`src/rtl/fc_layer_sequencer.sv`:
```
// fc_layer_sequencer
//
// Sequences a chain of NUM_LAYERS dense layers. For every neuron it requests
// bias + weights from the DMA engine, steers the shared bus into the ALU and
// strobes the result into that layer's neuron buffer. Weight blocks are
// packed back-to-back: base(l+1) = base(l) + OUT(l)*(IN(l)+1), computed at
// elaboration and wrapped to MEM_ADDRESS_WIDTH.
//
// All outputs are registered: the values assigned while in a state become
// visible on the enabled edge that leaves (or re-evaluates) that state.
//
// Ports
//   clk            clock, rising edge
//   rst            synchronous active-low reset (overrides clk_en)
//   clk_en         advance enable; when low every register holds
//   start          CNN output ready; level in IDLE, rising edge in DONE
//   DMA_read       DMA request active
//   DMA_address    start address of the requested block
//   DMA_count      words requested (1 bias + IN weights)
//   DMA_ready      requested block is on the bus (only honoured in WAIT_DMA)
//   ALU_clear      clear accumulators
//   ALU_en         ALU consume strobe
//   ALU_load       0 = values, 1 = bias/weights, 2 = idle
//   Neuron_en      buffer write select, l = layer l, all-ones = none
//   Neuron_address neuron index being written
//   Bus_datasrc    0 = CNN buffer, l+1 = layer l buffer, all-ones = DMA
//   layer          current layer index
//   done           all layers complete
//   abort          (FC_ABORT_EN only) return to IDLE from any active state
//
// Build option: define FC_ABORT_EN to add the abort port.
//
// state    | meaning
// ---------+------------------------------------------------------------
// IDLE     | waiting for start
// LOAD     | set up the layer's DMA base, input source and clear counter
// WAIT_DMA | waiting for the current neuron's bias+weights block
// ACCUM    | ALU consumes the block
// WRITE    | strobe the result into the layer buffer
// NEXT     | layer finished, advance layer or finish
// DONE     | all layers written, waiting for a fresh start edge

module fc_layer_sequencer #(
    parameter int MEM_ADDRESS_WIDTH   = 16,
    parameter int LAYER_ADDRESS_WIDTH = 7,
    parameter int NUM_LAYERS          = 2,
    parameter logic [NUM_LAYERS*LAYER_ADDRESS_WIDTH-1:0] IN_SIZES  = {7'd84, 7'd120},
    parameter logic [NUM_LAYERS*LAYER_ADDRESS_WIDTH-1:0] OUT_SIZES = {7'd10, 7'd84},
    parameter logic [MEM_ADDRESS_WIDTH-1:0] WEIGHT_BASE = '0,
    localparam int S = $clog2(NUM_LAYERS + 2)
) (
    input  logic                           clk,
    input  logic                           rst,
    input  logic                           clk_en,
    input  logic                           start,
    output logic                           DMA_read,
    output logic [MEM_ADDRESS_WIDTH-1:0]   DMA_address,
    output logic [LAYER_ADDRESS_WIDTH-1:0] DMA_count,
    input  logic                           DMA_ready,
    output logic                           ALU_clear,
    output logic                           ALU_en,
    output logic [1:0]                     ALU_load,
    output logic [S-1:0]                   Neuron_en,
    output logic [LAYER_ADDRESS_WIDTH-1:0] Neuron_address,
    output logic [S-1:0]                   Bus_datasrc,
    output logic [2:0]                     layer,
`ifdef FC_ABORT_EN
    input  logic                           abort,
`endif
    output logic                           done
);

    localparam int MAW = MEM_ADDRESS_WIDTH;
    localparam int LAW = LAYER_ADDRESS_WIDTH;

    typedef enum logic [2:0] {
        IDLE, LOAD, WAIT_DMA, ACCUM, WRITE, NEXT, DONE
    } state_t;

    function automatic logic [NUM_LAYERS*MAW-1:0] calc_bases();
        logic [NUM_LAYERS*MAW-1:0] r;
        logic [MAW-1:0]            b;
        r = '0;
        b = WEIGHT_BASE;
        for (int i = 0; i < NUM_LAYERS; i++) begin
            r[i*MAW +: MAW] = b;
            b = b + MAW'(32'(OUT_SIZES[i*LAW +: LAW]) * (32'(IN_SIZES[i*LAW +: LAW]) + 32'd1));
        end
        return r;
    endfunction

    localparam logic [NUM_LAYERS*MAW-1:0] BASES = calc_bases();

    // Per-layer lookups as explicit muxes over the packed parameters.
    function automatic logic [LAW-1:0] in_of(input logic [2:0] l);
        logic [LAW-1:0] v;
        v = '0;
        for (int i = 0; i < NUM_LAYERS; i++)
            if (l == 3'(i)) v = IN_SIZES[i*LAW +: LAW];
        return v;
    endfunction

    function automatic logic [LAW-1:0] out_of(input logic [2:0] l);
        logic [LAW-1:0] v;
        v = '0;
        for (int i = 0; i < NUM_LAYERS; i++)
            if (l == 3'(i)) v = OUT_SIZES[i*LAW +: LAW];
        return v;
    endfunction

    function automatic logic [MAW-1:0] base_of(input logic [2:0] l);
        logic [MAW-1:0] v;
        v = '0;
        for (int i = 0; i < NUM_LAYERS; i++)
            if (l == 3'(i)) v = BASES[i*MAW +: MAW];
        return v;
    endfunction

    state_t         state_q, state_d;
    logic [LAW-1:0] cnt_q, cnt_d;
    logic           start_q;

    logic           dma_read_d, alu_clear_d, alu_en_d, done_d;
    logic [MAW-1:0] dma_address_d;
    logic [LAW-1:0] dma_count_d, neuron_address_d;
    logic [1:0]     alu_load_d;
    logic [S-1:0]   neuron_en_d, bus_datasrc_d;
    logic [2:0]     layer_d;

    logic [LAW-1:0] in_cur, out_cur;
    logic [MAW-1:0] base_cur;
    logic           last_neuron, last_layer;

    always_comb begin
        in_cur      = in_of(layer);
        out_cur     = out_of(layer);
        base_cur    = base_of(layer);
        last_neuron = (cnt_q == out_cur - LAW'(1));
        last_layer  = (layer == 3'(NUM_LAYERS - 1));
    end

    always_comb begin
        state_d          = state_q;
        cnt_d            = cnt_q;
        dma_read_d       = DMA_read;
        dma_address_d    = DMA_address;
        dma_count_d      = DMA_count;
        alu_clear_d      = ALU_clear;
        alu_en_d         = ALU_en;
        alu_load_d       = ALU_load;
        neuron_en_d      = Neuron_en;
        neuron_address_d = Neuron_address;
        bus_datasrc_d    = Bus_datasrc;
        layer_d          = layer;
        done_d           = done;

        unique case (state_q)
            IDLE: begin
                if (start) begin
                    state_d = LOAD;
                    layer_d = '0;
                end
            end
            LOAD: begin
                alu_clear_d   = 1'b0;
                alu_load_d    = 2'd0;
                bus_datasrc_d = S'(layer);
                dma_read_d    = 1'b1;
                dma_address_d = base_cur;
                dma_count_d   = in_cur + LAW'(1);
                cnt_d         = '0;
                state_d       = WAIT_DMA;
            end
            WAIT_DMA: begin
                // Ends the single-cycle write strobe raised on the WRITE edge.
                neuron_en_d = '1;
                if (DMA_ready) begin
                    alu_en_d         = 1'b1;
                    alu_load_d       = 2'd1;
                    bus_datasrc_d    = '1;
                    neuron_address_d = cnt_q;
                    dma_address_d    = DMA_address + MAW'(in_cur) + MAW'(1);
                    if (last_neuron) dma_read_d = 1'b0;
                    state_d = ACCUM;
                end
            end
            ACCUM: begin
                alu_en_d   = 1'b0;
                alu_load_d = 2'd2;
                state_d    = WRITE;
            end
            WRITE: begin
                neuron_en_d = S'(layer);
                if (last_neuron) begin
                    state_d = NEXT;
                end else begin
                    cnt_d   = cnt_q + LAW'(1);
                    state_d = WAIT_DMA;
                end
            end
            NEXT: begin
                alu_clear_d = 1'b1;
                neuron_en_d = '1;
                if (last_layer) begin
                    done_d        = 1'b1;
                    bus_datasrc_d = S'(NUM_LAYERS);
                    state_d       = DONE;
                end else begin
                    layer_d = layer + 3'd1;
                    state_d = LOAD;
                end
            end
            DONE: begin
                // Only a fresh rising edge restarts; a held start keeps DONE.
                if (start && !start_q) begin
                    done_d  = 1'b0;
                    layer_d = '0;
                    state_d = LOAD;
                end
            end
            default: state_d = IDLE;
        endcase

`ifdef FC_ABORT_EN
        if (abort && state_q != IDLE) begin
            state_d          = IDLE;
            cnt_d            = '0;
            dma_read_d       = 1'b0;
            dma_address_d    = '0;
            dma_count_d      = '0;
            alu_clear_d      = 1'b1;
            alu_en_d         = 1'b0;
            alu_load_d       = 2'd2;
            neuron_en_d      = '1;
            neuron_address_d = '0;
            bus_datasrc_d    = '0;
            layer_d          = '0;
            done_d           = 1'b0;
        end
`endif
    end

    always_ff @(posedge clk) begin
        if (!rst) begin
            state_q        <= IDLE;
            cnt_q          <= '0;
            start_q        <= 1'b0;
            DMA_read       <= 1'b0;
            DMA_address    <= '0;
            DMA_count      <= '0;
            ALU_clear      <= 1'b1;
            ALU_en         <= 1'b0;
            ALU_load       <= 2'd2;
            Neuron_en      <= '1;
            Neuron_address <= '0;
            Bus_datasrc    <= '0;
            layer          <= '0;
            done           <= 1'b0;
        end else if (clk_en) begin
            state_q        <= state_d;
            cnt_q          <= cnt_d;
            start_q        <= start;
            DMA_read       <= dma_read_d;
            DMA_address    <= dma_address_d;
            DMA_count      <= dma_count_d;
            ALU_clear      <= alu_clear_d;
            ALU_en         <= alu_en_d;
            ALU_load       <= alu_load_d;
            Neuron_en      <= neuron_en_d;
            Neuron_address <= neuron_address_d;
            Bus_datasrc    <= bus_datasrc_d;
            layer          <= layer_d;
            done           <= done_d;
        end
    end

endmodule

```
`config.mk`:
```
export PLATFORM = sky130hd
export DESIGN_NAME = fc_layer_sequencer
export DESIGN_NICKNAME = d
export VERILOG_FILES = /design/src/rtl/fc_layer_sequencer.sv
export SDC_FILE = /design/constraint.sdc
export NUM_CORES = 1
export LEC_CHECK = 0
export CAP_MARGIN = 25
export CORE_MARGIN = 2
export CORE_UTILIZATION = 40
export DETAILED_ROUTE_END_ITERATION = 7
export DONT_BUFFER_PORTS = 1
export PLACE_DENSITY_LB_ADDON = 0.05
export SLEW_MARGIN = 20
export SYNTH_ARGS = -nofsm -noshare
export SYNTH_HDL_FRONTEND = slang
export SYNTH_SLANG_ARGS = --single-unit
```
`constraint.sdc`:
```
create_clock -name clk -period 2.7 [get_ports clk]
set_input_delay 0.81 -clock clk [delete_from_list [all_inputs] [get_ports clk]]
set_output_delay 0.81 -clock clk [all_outputs]
set_load 0.05 [all_outputs]
```
# Word-level counts from Yosys, hierarchy flattened
# Cells that the tools add are included.
# totals
ff_bits,54
input_bits,5
word_cells,96
# op_classes
n_addsub,6
eq_ne,15
muxes,34
n_reduce_logical,27
# op_table
op,count
$mux W7,5
$pmux W16 S2,1
$mux W3,8
$pmux W3 S7,1
$add A16 B1 Y16 const B,1
$add A16 B7 Y16,1
$mux W16,1
$reduce_and A4 Y1,4
$reduce_and A3 Y1,5
$add A7 B1 Y7 const B,2
$mux W14,1
$ne A2 B2 Y1 const B,7
$pmux W7 S2,1
$pmux W2 S3,2
$reduce_bool A2 Y1,6
$eq A3 B3 Y1 const B,3
$pmux W3 S3,1
$reduce_bool A3 Y1,3
$pmux W1 S2,4
$eq A7 B7 Y1,1
$sub A7 B1 Y7 const B,1
$eq A3 B1 Y1 const B,2
$eq A3 B2 Y1 const B,2
$logic_not A3 Y1,2
other kinds (9),17

# Depth between registers and ports, before layout
# Gate-level depths: netlist of the first run.
# logic_depth
depth_word,8
mapped_depth,10

# Worst setup path before layout of the first run
# Ideal clock, no wire load.
# synth_path
path_kind,reg2reg
from,register layer[1]
to,register DMA_address[15]
arrival_ns,2.769
required_time_ns,2.630
path_slack_ns,-0.140
path_stages_with_launch,10
n_path_buf,0
synth_period_minus_slack_ns,2.840
path_cell_list,dfxtp_1 > inv_1 > ha_1 > nor3b_1 > ha_1 > o21ai_0 > a32oi_1 > nand2_1 > or4_1 > a21oi_1
# synth_via
elab_chain_len,7
# synth_rtl
item,line,rtl
start: declaration,66,"output logic [2:0] layer,"
start signal: assignment,272,layer <= layer_d;
$logic_not A3 Y1,--,
$mux W7,99,if (l == 3'(i)) v = IN_SIZES[i*LAW +: LAW];
$mux W7 (*),99,
net in_cur[3],130,"logic [LAW-1:0] in_cur, out_cur;"
$add A16 B7 Y16 (*),182,dma_address_d = DMA_address + MAW'(in_cur) + MAW'(1);
$add A16 B1 Y16 (*),182,
$mux W16 (*),177,if (DMA_ready) begin
$pmux W16 S2 (*),157,unique case (state_q)
end signal: assignment,264,DMA_address <= dma_address_d;
end: declaration,57,"output logic [MEM_ADDRESS_WIDTH-1:0] DMA_address,"
# The timed path passes the listed nets; every way through them passes the cells marked *. The select of a mux whose other input is x is not followed.
# A chain may end at the register's enable or synchronous reset.

# Final worst setup path of the first run
# layout_path
from,register layer[0]
to,register DMA_address[15]
# Same word-level chain as after synthesis.

==> summary.md, run 1 <==
| Metric | Value |
|---|---|
| TritonCTS Buffers | 5 |
| Final worst clock skew | 0.01270 ns |
| Final wirelength | 7695 um |
| Clk slew on worst S/H paths | 0.10 ns |
| Vias/cell | 5.717 |
| Setup tns final | 0 ns |
| Vias in the first global route | 2388 |
| Most frequent cells after synthesis | dfxtp_1 (51), nand2_1 (50), a21oi_1 (29) |
| Tightest Pin Transition | 0.7474 ns |
| Highest clock rate | 0.3921 GHz |
| GRT overflow | 0 |
| DIE AREA | 0.007522 mm^2 |
| Initial antenna violation count | 0 |
| Final min period | 2.550 ns |
| Area grow syn2layout | 16.04% |
| Max-Slew Margin vs Limit | 0.4889 |
| Initial Utilization | 0.4074 |
| Setup Buffers After CTS | 0 |
| Starting DRT DRC Count | 116 |
| WHS | 0.4710 ns |
| CTS tree | yes |
| DP Area | 0.003043 mm^2 |
| DP Cell Count | 438 |
| Largest cells by area after synthesis | dfxtp_1 (37%), nand2_1 (6.9%), a21oi_1 (5.3%), ha_1 (4.6%), nor2_1 (3.4%) |
| Met3 WL post-DR | 413 um |
| Post-Syn Area | 0.002738 mm^2 |
| Hold Vio Cnt, Final | 0 |
| Leakage | 1.254 nW |
| # diodes | 0 |
| Top Metal Used | met4 |
| Final cell count without fillers | 446 |
| Layout cells sized above 1 | 0.1612 |
| Dpl ws | -0.02602 ns |
| Req. time, crit path | 2.96 ns |
| CTS sink cnt | 51 |
| Clk root buf | clkbuf_8 |
| Pwr Total | 1.615 mW |
| GP Congestion | 0.9028 |
| Setup-failing EPs final | 0 |
| 1st-pass router iterations | 4 |
| Die Span X | 86.73 um |
| Number of synthesis warnings | 0 |
| Fillers | 701 |
| First-pass GRT wire length | 12380 um |
| Final WS setup | 0.1497 ns |
| Met2 wire length | 3515 um |
| Worst setup path category | register to register |
| Area of the core | 0.006719 mm^2 |
| Pins Over Slew Limit | 0 |
| Share of flip-flops with an asynchronous set or reset | 0 |
| Maximum resistive drop on vdd | 0.2083 mV |
| Largest net degree at the start of global routing | 31 |
| Status | completed |
| Final Util | 0.4728 |
| Die height | 86.73 um |
| Most frequent cell after synthesis | dfxtp_1 |
| IO buf count | 0 |
| Distinct cells, synth | 61 |
| Synth top area share | 0.3729 |
| Max H-tree Level | 2 |
| Yosys reg bits | 51 |
| DP Wirelength | 5612 um |
| CP arrival | 2.81 ns |
| Fraction of the cycle the final worst path needs | 0.9446 |
| Syn_area_per_cell | 8.099 um^2 |
| Ys flop type | dfxtp_1 |
| Wire length per cell | 17.25 um |
| Hold Path Origin | DMA_count[4]$_SDFFE_PN0P_ |
| Critical Path End Type | register |
| GRT Total Usage | 0.2110 |
| Maximum clock path buffer count | 2 |
| Reg-to-Reg Start | layer[0]$_SDFFE_PN0P_ |
| Post-synth EDFFs | 0 |
| Via count | 2550 |
| CTS hold repair buffers | 0 |
| Cell row count | 30 |
| # DRC | 0 |
| Sequential fraction of the synthesis area | 0.3729 |
| Final nets | 380 |
| Crit. Startpoint | layer[0]$_SDFFE_PN0P_ |
| Cell Pwr Density | 508.3 mW/mm^2 |
| Clk_lat worst skew | 0.31 ns |
| Met1 WL | 3665 um |
| Max_cap viols | 0 |
| Critical path launch point type | register |
| Syn nets | 353 |
| Crit-path max FO | 6 |
| I/O Pins | 48 |
| Worst Hold Class | register to register |
| Design Area, Final | 0.003177 mm^2 |
| Synth area leader | dfxtp_1 |
| Post-synthesis instance total | 338 |
| ANT nets after route | 0 |
==> repair_timing <==
item | in CTS | in global routing
pin swaps | 0 | 1
resized for setup | 1 | 3
setup endpoints to repair | 3 | 3
==> where the power goes <==
| group | switching (mW) | total [mW] | internal [mW] |
|---|---|---|---|
| logic | 0.160 | 0.240 | 0.0805 |
| registers | 0.0373 | 0.807 | 0.769 |
| clock network | 0.267 | 0.568 | 0.300 |
==> metal layers <==
metal	up-vias	global-route usage
met2	68	0.3371
li1	1285	-
met4	0	0.06960
met3	10	0.04381
met1	1187	0.2842
met5	-	0
==> flip-flops by register name, summed over array words and instances, names as in the netlist, 2 cells and up <==
register	cells
DMA_address	16
ALU_load	2
Bus_datasrc	2
state_q	3
DMA_count	4
Neuron_address	7
layer	3
Neuron_en	2
cnt_q	7
==> worst paths after layout <==
kind | end | slack [ns] | cells after the start
worst max-delay path | DMA_address[15]$_SDFFE_PN0P_ | 0.15 | 9
worst max register to register | DMA_address[15]$_SDFFE_PN0P_ | 0.15 | 9
worst min-delay path | DMA_count[4]$_SDFFE_PN0P_ | 0.47 | 2
worst min register to register | DMA_count[4]$_SDFFE_PN0P_ | 0.47 | 2
==> logic make-up (layout without fill, tap and decap cells) <==
group                      Yosys count  in the layout  synth area share
and+or+nand+nor                    136            136            0.2445
AOI/OAI and AO/OA                   94             94            0.2322
DFF                                 51             51            0.3729
buffers and inverters               30             58           0.04936
adders and majority gates           10             10           0.04570
xor gates and xnor gates            10             10           0.03199
muxes                                6              6           0.02194
other                                1              1          0.001370
==> cells in the final DEF (no fill, tap or decap), drive strengths merged, types with 6 or more instances in the layout <==
master	count
or4	7
ha	10
inv	10
dfxtp	51
mux2i	6
xor2	6
buf	40
o211ai	9
nand3	17
nor2	26
nor3	7
a21oi	29
nand2	50
clkbuf	6
o21ai	16
==> critical path: stages (launching register included) <==
cell,delay [ns]
dfxtp_2,0.36
inv_1,0.06
ha_1,0.23
o21ba_2,0.27
ha_1,0.31
o21ai_0,0.15
a32oi_1,0.30
nand2_2,0.16
or4_1,0.52
a21oi_1,0.14
==> final cells by class <==
| type | instances | area [um^2] | share of cell area |
|---|---|---|---|
| repair buffers | 40 | 300.3 | 0.09453 |
| well taps | 80 | 100.1 | 0.03151 |
| clock inverters | 2 | 35.03 | 0.01103 |
| inverters | 10 | 37.54 | 0.01182 |
| clock buffers | 6 | 82.58 | 0.02599 |
| flip-flops and latches | 51 | 1023 | 0.3222 |
| multi-input cells | 257 | 1598 | 0.5030 |
Note: power is estimated with default switching activity, not from simulation.
==> run 2: changes to the inputs <==
--- a/config.mk
+++ b/config.mk
@@ -5,7 +5,7 @@
 export SDC_FILE = /design/constraint.sdc
 export NUM_CORES = 1
 export LEC_CHECK = 0
-export CAP_MARGIN = 25
+export CAP_MARGIN = 10
 export CORE_MARGIN = 2
 export CORE_UTILIZATION = 40
 export DETAILED_ROUTE_END_ITERATION = 7
==> results of run 2 <==
No change in the layout: final DEF, timing and power equal those of run 1.
